[src/rtl/mcdt_pkg.sv]
// Shared parameters, types and the round-robin pick function for the
// multi-channel data transfer block.
package mcdt_pkg;

  localparam int DATA_W     = 32;
  localparam int FIFO_DEPTH = 32;
  localparam int MARGIN_W   = 6;
  localparam int CH_NUM     = 3;

  typedef logic [DATA_W-1:0]   data_t;
  typedef logic [1:0]          chid_t;
  typedef logic [MARGIN_W-1:0] margin_t;

  // One-hot grant: the first requester at or after last+1, wrapping at CH_NUM.
  function automatic logic [CH_NUM-1:0] rr_pick(input chid_t last,
                                                input logic [CH_NUM-1:0] req);
    logic [CH_NUM-1:0] gnt;
    chid_t             idx;
    gnt = '0;
    idx = (last >= chid_t'(CH_NUM-1)) ? chid_t'(0) : chid_t'(last + 2'd1);
    for (int i = 0; i < CH_NUM; i++) begin
      if (gnt == '0 && req[idx]) begin
        gnt[idx] = 1'b1;
      end
      idx = (idx == chid_t'(CH_NUM-1)) ? chid_t'(0) : chid_t'(idx + 2'd1);
    end
    return gnt;
  endfunction

  function automatic chid_t onehot_to_id(input logic [CH_NUM-1:0] gnt);
    chid_t id;
    id = 2'd0;
    if (gnt[1]) id = 2'd1;
    if (gnt[2]) id = 2'd2;
    return id;
  endfunction

endpackage

[src/rtl/mcdt_if.sv]
// Producer-side channels and the merged output stream of mcdt.
interface mcdt_if;
  import mcdt_pkg::*;

  data_t   ch0_data_i;
  logic    ch0_valid_i;
  logic    ch0_ready_o;
  margin_t ch0_margin_o;

  data_t   ch1_data_i;
  logic    ch1_valid_i;
  logic    ch1_ready_o;
  margin_t ch1_margin_o;

  data_t   ch2_data_i;
  logic    ch2_valid_i;
  logic    ch2_ready_o;
  margin_t ch2_margin_o;

  data_t   mcdt_data_o;
  logic    mcdt_val_o;
  chid_t   mcdt_id_o;

  modport master (
    output ch0_data_i, ch0_valid_i, ch1_data_i, ch1_valid_i, ch2_data_i, ch2_valid_i,
    input  ch0_ready_o, ch0_margin_o, ch1_ready_o, ch1_margin_o, ch2_ready_o, ch2_margin_o,
    input  mcdt_data_o, mcdt_val_o, mcdt_id_o
  );

  modport slave (
    input  ch0_data_i, ch0_valid_i, ch1_data_i, ch1_valid_i, ch2_data_i, ch2_valid_i,
    output ch0_ready_o, ch0_margin_o, ch1_ready_o, ch1_margin_o, ch2_ready_o, ch2_margin_o,
    output mcdt_data_o, mcdt_val_o, mcdt_id_o
  );

endinterface

[src/rtl/mcdt_chnl_fifo.sv]
// Per-channel synchronous FIFO with a free-slot margin output.
module mcdt_chnl_fifo
  import mcdt_pkg::*;
(
  input  logic    clk_i,
  input  logic    rst_i,
  input  logic    push,
  input  data_t   push_data,
  input  logic    pop,
  output data_t   head_data,
  output logic    empty,
  output logic    full,
  output margin_t margin
);

  localparam int      PTR_W = $clog2(FIFO_DEPTH);
  localparam margin_t DEPTH = margin_t'(FIFO_DEPTH);

  data_t            mem [FIFO_DEPTH];
  logic [PTR_W-1:0] wr_ptr;
  logic [PTR_W-1:0] rd_ptr;
  margin_t          count;
  logic             do_push;
  logic             do_pop;

  assign empty     = (count == '0);
  assign full      = (count == DEPTH);
  assign margin    = DEPTH - count;
  assign head_data = mem[rd_ptr];
  assign do_push   = push && !full;
  assign do_pop    = pop && !empty;

  // Storage carries no reset; the pointers and count alone define validity.
  always_ff @(posedge clk_i) begin
    if (do_push) begin
      mem[wr_ptr] <= push_data;
    end
  end

  always_ff @(posedge clk_i) begin
    if (rst_i) begin
      wr_ptr <= '0;
      rd_ptr <= '0;
      count  <= '0;
    end else begin
      if (do_push) wr_ptr <= wr_ptr + 1'b1;
      if (do_pop)  rd_ptr <= rd_ptr + 1'b1;
      case ({do_push, do_pop})
        2'b10:   count <= count + 1'b1;
        2'b01:   count <= count - 1'b1;
        default: count <= count;
      endcase
    end
  end

endmodule

[src/rtl/mcdt.sv]
// Three buffered write channels merged round-robin onto one tagged output.
module mcdt
  import mcdt_pkg::*;
(
  input  logic clk_i,
  input  logic rst_i,
  mcdt_if.slave bus
);

  data_t             ch_data [CH_NUM];
  data_t             head    [CH_NUM];
  margin_t           margin  [CH_NUM];
  logic [CH_NUM-1:0] ch_valid;
  logic [CH_NUM-1:0] ch_push;
  logic [CH_NUM-1:0] fifo_empty;
  logic [CH_NUM-1:0] fifo_full;
  logic [CH_NUM-1:0] gnt;
  chid_t             gnt_id;
  chid_t             last_grant;
  data_t             out_data;
  logic              out_val;
  chid_t             out_id;

  assign ch_data[0] = bus.ch0_data_i;
  assign ch_data[1] = bus.ch1_data_i;
  assign ch_data[2] = bus.ch2_data_i;
  assign ch_valid   = {bus.ch2_valid_i, bus.ch1_valid_i, bus.ch0_valid_i};

  // Acceptance uses the pre-edge full flag, so a full FIFO refuses even when popped.
  assign ch_push = ch_valid & ~fifo_full;

  for (genvar i = 0; i < CH_NUM; i++) begin : g_fifo
    mcdt_chnl_fifo u_fifo (
      .clk_i     (clk_i),
      .rst_i     (rst_i),
      .push      (ch_push[i]),
      .push_data (ch_data[i]),
      .pop       (gnt[i]),
      .head_data (head[i]),
      .empty     (fifo_empty[i]),
      .full      (fifo_full[i]),
      .margin    (margin[i])
    );
  end

  assign gnt    = rr_pick(last_grant, ~fifo_empty);
  assign gnt_id = onehot_to_id(gnt);

  always_ff @(posedge clk_i) begin
    if (rst_i) begin
      last_grant <= 2'd2;
      out_val    <= 1'b0;
      out_data   <= '0;
      out_id     <= '0;
    end else if (|gnt) begin
      last_grant <= gnt_id;
      out_val    <= 1'b1;
      out_data   <= head[gnt_id];
      out_id     <= gnt_id;
    end else begin
      out_val    <= 1'b0;
      out_data   <= '0;
      out_id     <= '0;
    end
  end

  assign bus.mcdt_data_o  = out_data;
  assign bus.mcdt_val_o   = out_val;
  assign bus.mcdt_id_o    = out_id;
  assign bus.ch0_ready_o  = ~fifo_full[0];
  assign bus.ch1_ready_o  = ~fifo_full[1];
  assign bus.ch2_ready_o  = ~fifo_full[2];
  assign bus.ch0_margin_o = margin[0];
  assign bus.ch1_margin_o = margin[1];
  assign bus.ch2_margin_o = margin[2];

endmodule

[src/flat_wrapper.sv]
// flat-port wrapper written by rule: the top's interface ports become plain ports
module mcdt_flat import mcdt_pkg::*;
  (clk_i, rst_i, bus_ch0_data_i, bus_ch0_valid_i, bus_ch1_data_i, bus_ch1_valid_i, bus_ch2_data_i, bus_ch2_valid_i, bus_ch0_ready_o, bus_ch0_margin_o, bus_ch1_ready_o, bus_ch1_margin_o, bus_ch2_ready_o, bus_ch2_margin_o, bus_mcdt_data_o, bus_mcdt_val_o, bus_mcdt_id_o);
  mcdt_if bus_i ();
  input  logic clk_i;
  input  logic rst_i;
  input wire logic [$bits(bus_i.ch0_data_i)-1:0] bus_ch0_data_i;
  input wire logic [$bits(bus_i.ch0_valid_i)-1:0] bus_ch0_valid_i;
  input wire logic [$bits(bus_i.ch1_data_i)-1:0] bus_ch1_data_i;
  input wire logic [$bits(bus_i.ch1_valid_i)-1:0] bus_ch1_valid_i;
  input wire logic [$bits(bus_i.ch2_data_i)-1:0] bus_ch2_data_i;
  input wire logic [$bits(bus_i.ch2_valid_i)-1:0] bus_ch2_valid_i;
  output wire logic [$bits(bus_i.ch0_ready_o)-1:0] bus_ch0_ready_o;
  output wire logic [$bits(bus_i.ch0_margin_o)-1:0] bus_ch0_margin_o;
  output wire logic [$bits(bus_i.ch1_ready_o)-1:0] bus_ch1_ready_o;
  output wire logic [$bits(bus_i.ch1_margin_o)-1:0] bus_ch1_margin_o;
  output wire logic [$bits(bus_i.ch2_ready_o)-1:0] bus_ch2_ready_o;
  output wire logic [$bits(bus_i.ch2_margin_o)-1:0] bus_ch2_margin_o;
  output wire logic [$bits(bus_i.mcdt_data_o)-1:0] bus_mcdt_data_o;
  output wire logic [$bits(bus_i.mcdt_val_o)-1:0] bus_mcdt_val_o;
  output wire logic [$bits(bus_i.mcdt_id_o)-1:0] bus_mcdt_id_o;
  assign bus_i.ch0_data_i = bus_ch0_data_i;
  assign bus_i.ch0_valid_i = bus_ch0_valid_i;
  assign bus_i.ch1_data_i = bus_ch1_data_i;
  assign bus_i.ch1_valid_i = bus_ch1_valid_i;
  assign bus_i.ch2_data_i = bus_ch2_data_i;
  assign bus_i.ch2_valid_i = bus_ch2_valid_i;
  assign bus_ch0_ready_o = bus_i.ch0_ready_o;
  assign bus_ch0_margin_o = bus_i.ch0_margin_o;
  assign bus_ch1_ready_o = bus_i.ch1_ready_o;
  assign bus_ch1_margin_o = bus_i.ch1_margin_o;
  assign bus_ch2_ready_o = bus_i.ch2_ready_o;
  assign bus_ch2_margin_o = bus_i.ch2_margin_o;
  assign bus_mcdt_data_o = bus_i.mcdt_data_o;
  assign bus_mcdt_val_o = bus_i.mcdt_val_o;
  assign bus_mcdt_id_o = bus_i.mcdt_id_o;
  mcdt u_core (.clk_i(clk_i), .rst_i(rst_i), .bus(bus_i));
endmodule
[config.mk]
export PLATFORM = sky130hd
export DESIGN_NAME = mcdt_flat
export DESIGN_NICKNAME = d
export VERILOG_FILES = /design/src/rtl/mcdt_pkg.sv /design/src/rtl/mcdt_if.sv /design/src/rtl/mcdt_chnl_fifo.sv /design/src/rtl/mcdt.sv /design/src/flat_wrapper.sv
export SDC_FILE = /design/constraint.sdc
export NUM_CORES = 2
export LEC_CHECK = 0
export CAP_MARGIN = 20
export CORE_UTILIZATION = 31
export DETAILED_ROUTE_END_ITERATION = 8
export PLACE_DENSITY = 0.54
export REMOVE_ABC_BUFFERS = 1
export SLEW_MARGIN = 20
export SYNTH_ARGS = -nofsm -noshare
export SYNTH_HDL_FRONTEND = slang
export SYNTH_SLANG_ARGS = --single-unit
[constraint.sdc]
create_clock -name clk_i -period 3.4 [get_ports clk_i]
set_input_delay 1.02 -clock clk_i [delete_from_list [all_inputs] [get_ports clk_i]]
set_output_delay 1.02 -clock clk_i [all_outputs]
set_load 0.05 [all_outputs]
==> flow_metrics.py <==
metrics = {
    "clock_tree": {
        "cts_made_buffers": 332,
        "cts.sinks": 3172,
        "cts_max_path_buffers": 4,
        "cts-htree-levels": 5,
        "clkSlewWorstSetupHoldPaths_ns": 0.06,
        "cts_tree": "yes",
        "clk_latency_ns": 0.93,
        "cts_root_buf": "clkbuf_16",
    },
    "floorplan": {
        "start_util_pct": 31.2,
        "core_area_mm2": 0.387,
        "chipHeight_um": 626,
        "io_pins": 157,
        "dieArea_mm2": 0.392,
        "die_w_um": 626,
        "rows": 228,
    },
    "synth": {
        "synth_seq_cells": 3172,
        "yosysSeqAreaShare_pct": 78.1,
        "yosys_warnings": 0,
        "synth_cells": 5252,
        "post_synth.cell_area_avg_um2": 23.0,
        "synth_cell_types": 64,
        "synthesis.area_mm2": 0.121,
        "async_reset_ff_share_pct": 0,
        "synthFlopType": "edfxtp_1",
        "synth-edff-count": 3072,
    },
    "timing": {
        "worst_clock_skew_ns": 0.0641,
        "worst_pin_slew_ns": 1.01,
        "slew-limit-headroom_pct": 32.5,
        "tns_ns": 0,
        "finalSetupViolCount": 0,
        "whs_ns": 0.502,
        "max_freq_mhz": 300,
        "hold_violations": 0,
        "fin_crit_ns": 3.34,
        "rsz0062_at_grt": "true",
        "slew_violations": 0,
        "fin_crit_sh_pct": 98.1,
    },
    "power_and_ir_drop": {
        "power_leakage_nw": 44.4,
        "p_per_area_mw_per_mm2": 710,
        "vdd_ir_drop_max_uv": 566,
    },
    "worst_setup_path": {
        "critical-path-max-stage-delay_ns": 0.45,
        "path_class": "reg -> out",
        "crit_family": "buffers and inverters",
        "critPathCapture": "bus_ch1_margin_o[3]",
        "worstPathArrival_ns": 2.32,
        "critPathCaptureType": "output pin",
        "critPathSlowestCell": "dfxtp_1",
        "cp.depth": 4,
        "reg2reg_to": "u_core.bus.mcdt_data_o[12]$_SDFF_PP0_",
        "cp-startpoint": "u_core.g_fifo[1].u_fifo.count[2]$_SDFFE_PP0P_",
        "rrSetupSlack_ns": 0.08,
        "startpoint_type": "register",
        "cp.buffers_inverters": 2,
        "crit_required_ns": 2.38,
        "crit_chain": "buf_6 > nor3_2 > xnor2_2 > buf_4",
        "crit_fanout": 10,
        "reg2reg_depth": 9,
    },
    "detailed_routing": {
        "dr_wl_met3_um": 18300,
        "vias_per_cell": 5.08,
        "num_vias": 58000,
        "drc": 0,
        "highest_layer": "met5",
        "dr.first_iter.drc_count": 5975,
        "m1WireLength_um": 137000,
        "drtPass1Iterations": 5,
        "wire_per_inst_um": 28.9,
        "routed_wl_um": 330000,
        "antenna_left": 0,
        "routed-wl-met2_um": 167000,
    },
    "final_layout": {
        "stdcell_count": 11400,
        "nFillCells": 34600,
        "postLayoutCoreUtil_pct": 37.8,
        "layout-drive-gt1-share_pct": 32.8,
        "mostFrequentLayoutCell": "edfxtp_1",
        "synthToLayoutAreaGrowth_pct": 21.0,
        "final_cell_mix": "edfxtp_1 (3072), mux4_2 (868), clkbuf_16 (335), buf_4 (307), buf_12 (234)",
        "layout.nets": 6089,
    },
    "global_route": {
        "grtUsageTotal_pct": 16.6,
        "grt_max_degree": 60,
        "first_global_vias": 60500,
        "antenna_found_initial": 17,
        "grt-ovfl-total": 0,
        "grt_pass1_wl_um": 464000,
    },
    "placed_design": {
        "portBuffers": 156,
        "placed_cells": 10800,
        "hpwl_um": 199000,
        "place_congestion": 0.803,
    },
    "run_status": {
        "status": "finished, final reports clean",
    },
    "flow_run": {
        "max_cap_viol_count": 0,
    },
    "hold_path": {
        "hp-class": "reg -> reg",
    },
}
==> metrics by stage <==
stage,area [um2],worst slack (ns),total power [mW]
floorplan,119000,-8.62,58.7
global placement,135000,-0.707,68.8
detailed placement,135000,-0.459,69.0
CTS,146000,-0.00635,105
global route,146000,-0.0135,107
finish,146000,0.0644,104
==> report_power, final <==
part / internal (mW) / switching (mW) / total, mW
logic: 10.1 / 13.7 / 23.8
registers: 43.7 / 0.673 / 44.4
clock network: 20.1 / 15.2 / 35.4
==> worst register-to-register path: cells and delay by family, from the launching register on <==
family / cells / cell delay [ns]
compound gates: 4 / 0.90
buf+inv: 2 / 0.55
flops: 1 / 0.55
mux: 1 / 0.50
simple gates: 2 / 0.68
==> worst min path at each step <==
| stage | start | end | slack, ns | cells after the start |
|---|---|---|---|---|
| 2_1_floorplan | u_core.g_fifo[1].u_fifo.rd_ptr[1]$_SDFFE_PP0P_ | register | 0.47 | 2 |
| 3_3_place_gp | u_core.g_fifo[1].u_fifo.rd_ptr[4]$_SDFFE_PP0P_ | register | 0.48 | 2 |
| 3_5_place_dp | u_core.g_fifo[1].u_fifo.rd_ptr[4]$_SDFFE_PP0P_ | u_core.g_fifo[1].u_fifo.rd_ptr[4]$_SDFFE_PP0P_ | 0.49 | 2 |
| 4_1_cts | u_core.g_fifo[1].u_fifo.rd_ptr[4]$_SDFFE_PP0P_ | u_core.g_fifo[1].u_fifo.rd_ptr[4]$_SDFFE_PP0P_ | 0.51 | 2 |
| 5_1_grt | u_core.g_fifo[1].u_fifo.rd_ptr[1]$_SDFFE_PP0P_ | register | 0.54 | 2 |
| 6_report | u_core.g_fifo[1].u_fifo.rd_ptr[4]$_SDFFE_PP0P_ | u_core.g_fifo[1].u_fifo.rd_ptr[4]$_SDFFE_PP0P_ | 0.50 | 2 |
==> kinds of logic after synthesis <==
logic type / synth area share, %
compound gates: 2.15
xor+xnor: 0.334
fa+ha+maj: 0.249
buf+inv: 1.11
flops: 78.1
mux: 16.5
simple gates: 1.54
==> cell usage after synthesis, types with 24 or more instances <==
cell	n	area (um2)
dfxtp_1	100	2000
o21ai_0	35	175
mux2i_1	34	340
clkbuf_1	183	687
mux4_2	868	19500
a22oi_1	139	1040
nand2_1	96	360
ha_1	24	300
nor2_1	181	679
o22ai_1	29	181
edfxtp_1	3072	92200
a32oi_1	24	210
a21oi_1	65	325
nand3_1	32	160
buf_1	54	203
inv_1	27	101
buf_2	60	300
==> timing repair <==
action | 4_1_cts | 5_1_grt
setup buffers | 3 | 1
endpoints found under the setup margin | 32 | 26
pin swaps | 3 | 2
resized for setup | 44 | 17
endpoints found under the hold margin | 0 | 0
hold buffers | 0 | 0
==> layer usage <==
layer  track usage (%)  vias to the layer above
met5                 0                        -
li1                  -                    23900
met1              22.3                    31900
met2              28.5                     1856
met4              3.91                       14
met3              2.48                      402
==> cell type report <==
| cell class | instances | area, um2 | area share [%] |
|---|---|---|---|
| sequential | 3172 | 94300 | 64.6 |
| multi-input combinational | 1749 | 26100 | 17.9 |
| clock buffer | 409 | 8690 | 5.95 |
| timing repair buffer | 681 | 8390 | 5.75 |
| tap | 5175 | 6470 | 4.44 |
| clock inverter | 194 | 1910 | 1.31 |
| inverter | 28 | 105 | 0.0720 |
| antenna | 6 | 15.0 | 0.0103 |
==> state kept, by name, summed over array words and instances, names as in the netlist, named ones only <==
register	count
u_core.g_fifo.u_fifo.wr_ptr	15
u_core.bus.mcdt_id_o	2
u_core.g_fifo.u_fifo.mem	3072
u_core.bus.mcdt_data_o	32
u_core.g_fifo.u_fifo.rd_ptr	15
u_core.last_grant	2
u_core.bus.mcdt_val_o	1
u_core.g_fifo.u_fifo.count	18
(Power assumes the default switching activity.)
